===== config.mk =====
export PLATFORM = sky130hd
export DESIGN_NAME = nlms_weight_update
export DESIGN_NICKNAME = d
export VERILOG_FILES = /design/src/rtl/nlms_weight_update.sv
export SDC_FILE = /design/constraint.sdc
export NUM_CORES = 2
export LEC_CHECK = 0
export CAP_MARGIN = 20
export CELL_PAD_IN_SITES_DETAIL_PLACEMENT = 1
export CELL_PAD_IN_SITES_GLOBAL_PLACEMENT = 2
export CORE_UTILIZATION = 32
export CTS_CLUSTER_DIAMETER = 100
export DETAILED_ROUTE_END_ITERATION = 8
export PLACE_DENSITY_LB_ADDON = 0.1
export SLEW_MARGIN = 20
export SYNTH_ARGS = -nofsm -noshare
export SYNTH_HDL_FRONTEND = slang
export SYNTH_SLANG_ARGS = --single-unit

===== constraint.sdc =====
create_clock -name clk -period 12.3 [get_ports clk]
set_input_delay 1.845 -clock clk [delete_from_list [all_inputs] [get_ports clk]]
set_output_delay 1.845 -clock clk [all_outputs]
set_load 0.005 [all_outputs]

===== src/rtl/nlms_weight_update.sv =====
// NLMS weight-update engine: serial restoring divider for the normalised step,
// then one saturating weight update per cycle across all taps.
module nlms_weight_update #(
    parameter int TAPS     = 32,
    parameter int DW       = 14,
    parameter int WW       = 16,
    parameter int FRAC     = 16,
    parameter int MU_SHIFT = 8
) (
    input  logic                 clk,
    input  logic                 rst,
    input  logic                 start,
    input  logic [DW-1:0]        e,
    input  logic [31:0]          n,
    input  logic [TAPS*DW-1:0]   ref_flat,
    input  logic                 clr_w,
    output logic                 busy,
    output logic                 done,
    output logic [TAPS*WW-1:0]   weight_out
);

    localparam int NW = DW + FRAC;
    localparam int PW = WW + DW;
    localparam int IW = (TAPS > 1) ? $clog2(TAPS) : 1;
    localparam int CW = $clog2(NW);

    localparam logic [1:0] S_IDLE = 2'd0;
    localparam logic [1:0] S_DIV  = 2'd1;
    localparam logic [1:0] S_UPD  = 2'd2;
    localparam logic [1:0] S_DONE = 2'd3;

    localparam logic [NW-1:0] QMAX = NW'(2**(WW-1) - 1);

    logic [1:0]          state_reg;
    logic                e_neg_reg;
    logic [31:0]         n_snap_reg;
    logic [TAPS*DW-1:0]  ref_snap_reg;
    logic [NW-1:0]       num_reg;
    logic [31:0]         rem_reg;
    logic [NW-1:0]       quo_reg;
    logic [CW-1:0]       bit_cnt_reg;
    logic [IW-1:0]       tap_reg;
    logic [TAPS*WW-1:0]  w_flat;

    logic                accept;
    logic [DW-1:0]       e_abs;
    logic [32:0]         rem_shift;
    logic                rem_ge;
    logic [31:0]         rem_sub;
    logic [WW-1:0]       mag;
    logic signed [WW-1:0] step_val;
    logic [DW-1:0]       ref_k;
    logic signed [PW-1:0] step_ext;
    logic signed [PW-1:0] ref_ext;
    logic signed [PW-1:0] prod;
    logic signed [PW-1:0] delta;
    logic [WW-1:0]       w_cur;
    logic signed [PW:0]  w_ext;
    logic signed [PW:0]  d_ext;
    logic signed [PW:0]  sum;
    logic [WW-1:0]       w_new;

    // The DONE cycle already accepts a new request so runs can be chained.
    assign accept = start && ((state_reg == S_IDLE) || (state_reg == S_DONE));
    assign e_abs  = e[DW-1] ? (~e + 1'b1) : e;

    assign rem_shift = {rem_reg, num_reg[NW-1]};
    assign rem_ge    = (rem_shift >= {1'b0, n_snap_reg});
    assign rem_sub   = rem_shift[31:0] - n_snap_reg;

    assign mag      = (quo_reg > QMAX) ? QMAX[WW-1:0] : quo_reg[WW-1:0];
    assign step_val = e_neg_reg ? -$signed(mag) : $signed(mag);

    assign ref_k    = ref_snap_reg[tap_reg*DW +: DW];
    assign step_ext = {{DW{step_val[WW-1]}}, step_val};
    assign ref_ext  = {{WW{ref_k[DW-1]}}, ref_k};
    assign prod     = step_ext * ref_ext;
    assign delta    = prod >>> MU_SHIFT;

    assign w_cur = w_flat[tap_reg*WW +: WW];
    assign w_ext = {{(PW+1-WW){w_cur[WW-1]}}, w_cur};
    assign d_ext = {delta[PW-1], delta};
    assign sum   = w_ext + d_ext;

    always_comb begin
        w_new = sum[WW-1:0];
        if (sum > $signed({{(PW+2-WW){1'b0}}, {(WW-1){1'b1}}}))
            w_new = {1'b0, {(WW-1){1'b1}}};
        else if (sum < $signed({{(PW+2-WW){1'b1}}, {(WW-1){1'b0}}}))
            w_new = {1'b1, {(WW-1){1'b0}}};
    end

    always_ff @(posedge clk) begin
        if (rst || clr_w) begin
            state_reg    <= S_IDLE;
            e_neg_reg    <= 1'b0;
            n_snap_reg   <= '0;
            ref_snap_reg <= '0;
            num_reg      <= '0;
            rem_reg      <= '0;
            quo_reg      <= '0;
            bit_cnt_reg  <= '0;
            tap_reg      <= '0;
        end else begin
            if (accept) begin
                e_neg_reg    <= e[DW-1];
                n_snap_reg   <= n;
                ref_snap_reg <= ref_flat;
                num_reg      <= {e_abs, {FRAC{1'b0}}};
                rem_reg      <= '0;
                quo_reg      <= '0;
                bit_cnt_reg  <= '0;
                tap_reg      <= '0;
                // A zero quotient is the whole answer when there is nothing to divide.
                state_reg    <= ((n == 32'd0) || (e == '0)) ? S_UPD : S_DIV;
            end else begin
                case (state_reg)
                    S_DIV: begin
                        rem_reg     <= rem_ge ? rem_sub : rem_shift[31:0];
                        quo_reg     <= {quo_reg[NW-2:0], rem_ge};
                        num_reg     <= num_reg << 1;
                        bit_cnt_reg <= bit_cnt_reg + 1'b1;
                        if (bit_cnt_reg == CW'(NW-1))
                            state_reg <= S_UPD;
                    end
                    S_UPD: begin
                        if (tap_reg == IW'(TAPS-1)) begin
                            tap_reg   <= '0;
                            state_reg <= S_DONE;
                        end else begin
                            tap_reg <= tap_reg + 1'b1;
                        end
                    end
                    S_DONE:  state_reg <= S_IDLE;
                    default: state_reg <= S_IDLE;
                endcase
            end
        end
    end

    generate
        for (genvar gi = 0; gi < TAPS; gi++) begin : g_tap
            logic [WW-1:0] w_q_reg;
            always_ff @(posedge clk) begin
                if (rst || clr_w)
                    w_q_reg <= '0;
                else if ((state_reg == S_UPD) && (tap_reg == IW'(gi)))
                    w_q_reg <= w_new;
            end
            assign w_flat[gi*WW +: WW] = w_q_reg;
        end
    endgenerate

    assign weight_out = w_flat;
    assign busy       = (state_reg == S_DIV) || (state_reg == S_UPD);
    assign done       = (state_reg == S_DONE);

endmodule


==> reports/results.txt <==
status: finished, final reports clean
DP Wirelength: 194 mm
Worst Path Max Fanout: 32
Rows: 153
I/O pin count: 1012
CP Buf/Inv Count: 10
Final Slew Violations: 0
Slew @ Worst Pin: 1.28 ns
Post-Syn Area: 0.0561 mm2
Routed WL: 258 mm
period utilisation layout: 94.4%
GRT overflow: 0
vias per std cell: 5.36
DP Worst Slack: 0.613 ns
Hold EP: ref_snap_reg[74]
reg2reg start: tap_reg[0]
Resize count post-CTS: 0
largest stage delay on the critical path: 0.88 ns
GRT Overall Usage: 28.5%
max-cap violations: 0
Yosys warning count: 0
Sw Ratio: 27.6%
Final GP Congestion: 0.893
PD cells: 121 mW/mm2
Inserted Clock Buffers: 131
P_leak: 27.3 nW
Yosys reg bits: 1081
Layout Nets: 7881
met1 Track Usage GR: 37.4%
Detail Route Antenna Nets: 0
IO Port Bufs: 1011
Die Ht: 421 um
Worst-path clk slew: 0.06 ns
share of cells above drive strength 1: 9.97%
fin crit period: 11.61 ns
Hold Path Depth: 2
post-route setup slack: 0.689 ns
CTS tree: yes
clock share of power: 46.1%
Fin. Hold Viols: 0
CP Capture Type: flop
Critical-path top delay cell: a21oi_4
max reg flops: 512
first-pass GRT wire length: 367 mm
worst hold path class: flop to flop
VDD IR max: 101 uV
ys async rst share: 0%
internal power: 6.43 mW
register share of total power: 40.6%
Residual DRC: 0
Post-CTS Setup Bufs: 0
Clock Sinks: 1081
CORE AREA: 0.174 mm2
Avg Inst Size Synth: 8.97 um2
first drt pass iteration count: 5
Worst Setup SP: tap_reg[0]
fmax: 86.1 MHz
DR WL/cell: 27.2 um
Max-slew headroom: 15.0%
Top FF cell, synth: dfxtp_1
startpoint types: flop
combinational power share: 13.3%
Skew-Pair Late Insertion Delay: 0.79 ns
# hold bufs at CTS: 0
Top Family by Delay on Critical Path: adder cells
Post-Syn Instances: 6256
vias in the first global route: 50900
Max Root-Sink Buffers: 3
final count of negative-setup-slack endpoints: 0
setup TNS: 0 ns
Worst Path Arrival: 12.23 ns
Worst Path Required: 12.92 ns
DR iter-0 viols: 3395
Critical Path Stages: 38
Synthesized Nets: 7112
number of flops mapped to enable cells by yosys: 0
via count: 50900
largest net degree at the start of global routing: 237
Area growth syn-to-layout: 30.6%
Net Sw Power: 2.45 mW
GR met3 Demand/Resource: 5.53%
# H-tree levels: 4
flop-to-flop setup slack: 0.69 ns
min-delay src: ref_snap_reg[74]
RSZ-0062 raised after global routing: no
Root Driver: clkbuf_16
Netlist cell types: 75
DIE AREA: 0.177 mm2
antenna violations before repair: 99
Crit Path Category: flop to flop
die width: 421 um
met2 Track Usage GR: 45.3%
initial core utilization: 32.3%
R2R cell count: 38
worst flop-to-flop path endpoint: g_tap[31].w_q_reg[5]
clk_skew: 0.0574 ns
GR peak layer: met2
sequential fraction of the synthesis area: 38.6%
[metrics by stage]
stage                     std cells  instance area, um2  hold WS, ns  power, mW  util [%]
after global routing           9489               73300        0.465       9.21      42.1
final                          9497               73300        0.453       8.89      42.1
after CTS                      9444               72900        0.452       8.92      41.9
after floorplan                6256               56100        0.432       4.36         -
after global placement         9205               68400        0.440       4.80      39.3
after detailed placement       9207               68400        0.447       4.81      39.3
[worst reg2reg max path, delay by kind of cell (launching register included)]
kind,cells,cell delay [ns]
AO/OA/AOI/OAI,13,3.63
XOR/XNOR,2,0.43
adder cells (fa/ha/maj),8,3.77
buffers and inverters,10,1.44
flip-flops,1,0.55
multiplexers,3,1.36
AND/OR/NAND/NOR,2,0.28
[synth_stat cells (8+ instances only)]
master | instances | area, um2
a211oi_1 | 16 | 120
or2_2 | 9 | 56.3
nand2b_1 | 24 | 150
xnor2_1 | 68 | 596
fa_1 | 221 | 4420
a21oi_1 | 1050 | 5260
a21oi_4 | 10 | 163
dfxtp_1 | 1081 | 21600
a22oi_1 | 18 | 135
or3_1 | 8 | 50.1
o22a_1 | 9 | 78.8
nor2_1 | 298 | 1120
xor2_1 | 30 | 263
nor2b_1 | 13 | 81.3
nand4_1 | 19 | 119
inv_1 | 344 | 1290
clkbuf_1 | 416 | 1560
mux2i_1 | 136 | 1360
o31ai_1 | 15 | 113
buf_6 | 30 | 338
mux4_2 | 280 | 6310
a21oi_2 | 18 | 158
nor4_1 | 15 | 93.8
buf_2 | 16 | 80.1
buf_1 | 42 | 158
a21o_1 | 38 | 285
a31oi_1 | 12 | 75.1
nand2_1 | 1170 | 4390
o21bai_1 | 13 | 97.6
nand3_1 | 22 | 110
o22ai_1 | 9 | 56.3
ha_1 | 137 | 1710
o21a_1 | 14 | 105
o21ai_0 | 553 | 2770
nor3_1 | 23 | 115
[cells in the final DEF, fill, tap and decap left out, types with 9 or more instances in the layout]
| cell type | n |
|---|---|
| a22oi_1 | 18 |
| o31ai_1 | 15 |
| nor2_1 | 267 |
| a31oi_1 | 11 |
| nor4_1 | 15 |
| nand4_1 | 19 |
| clkbuf_16 | 134 |
| nor3_1 | 23 |
| o21a_1 | 14 |
| xor2_1 | 30 |
| clkbuf_8 | 30 |
| a21o_1 | 38 |
| clkinv_2 | 20 |
| bufinv_16 | 10 |
| inv_1 | 344 |
| ha_1 | 136 |
| nand3_1 | 22 |
| dfxtp_1 | 1077 |
| nor2b_1 | 13 |
| o21ai_0 | 553 |
| fa_1 | 221 |
| a21oi_4 | 14 |
| buf_12 | 17 |
| nor2_4 | 12 |
| nor2_2 | 19 |
| clkbuf_1 | 32 |
| o22ai_1 | 9 |
| a21oi_1 | 1046 |
| mux4_2 | 280 |
| a211oi_1 | 16 |
| buf_16 | 11 |
| nand2_1 | 1168 |
| o21bai_1 | 13 |
| nand2b_1 | 24 |
| mux2i_1 | 135 |
| diode_2 | 43 |
| buf_4 | 103 |
| clkdlybuf4s50_1 | 1011 |
| xnor2_1 | 68 |
| a21oi_2 | 18 |
[worst max path at each step]
stage | endpoint | slack [ns]
finish | g_tap[31].w_q_reg[5] | 0.69
global route | g_tap[31].w_q_reg[5] | 0.01
CTS | g_tap[28].w_q_reg[7] | 0.58
detailed placement | g_tap[27].w_q_reg[9] | 0.61
global placement | g_tap[31].w_q_reg[8] | 0.70
floorplan | g_tap[21].w_q_reg[4] | 1.63
[final cells by class]
class	count	area (um2)
Antenna cell	43	108
Clock buffer	196	3890
Clock inverter	41	614
Fill cell	19800	101000
Inverter	344	1290
Multi-Input combinational cell	4325	31300
Sequential cell	1081	21700
Tap cell	2325	2910
Timing Repair Buffer	1142	11500
[layer usage]
metal,vias up,wire length (um)
li1,23000,-
met1,25900,111000
met2,1514,121000
met3,473,14100
met4,32,11800
met5,-,216
[cells by family (layout without fill, tap and decap cells)]
kind of cell    count (synthesis)  count (layout)  synth area share [%]
compound gates               1830            1830                  17.7
xor+xnor                       98              98                  1.53
fa+ha+maj                     358             358                  10.9
buf+inv                       850            1723                  6.15
flops                        1081            1081                  38.6
mux                           417             417                  13.7
other cells                     0              43                     0
simple gates                 1622            1622                  11.5
[power groups by stage]
stage / registers [mW] / clock network [mW] / logic [mW]
global route: 3.62 / 4.32 / 1.27
floorplan: 3.67 / 0 / 0.690
global placement: 3.68 / 0 / 1.11
finish: 3.61 / 4.10 / 1.18
CTS: 3.61 / 4.18 / 1.13
detailed placement: 3.69 / 0 / 1.13
Power figures use the tool's default switching activity.
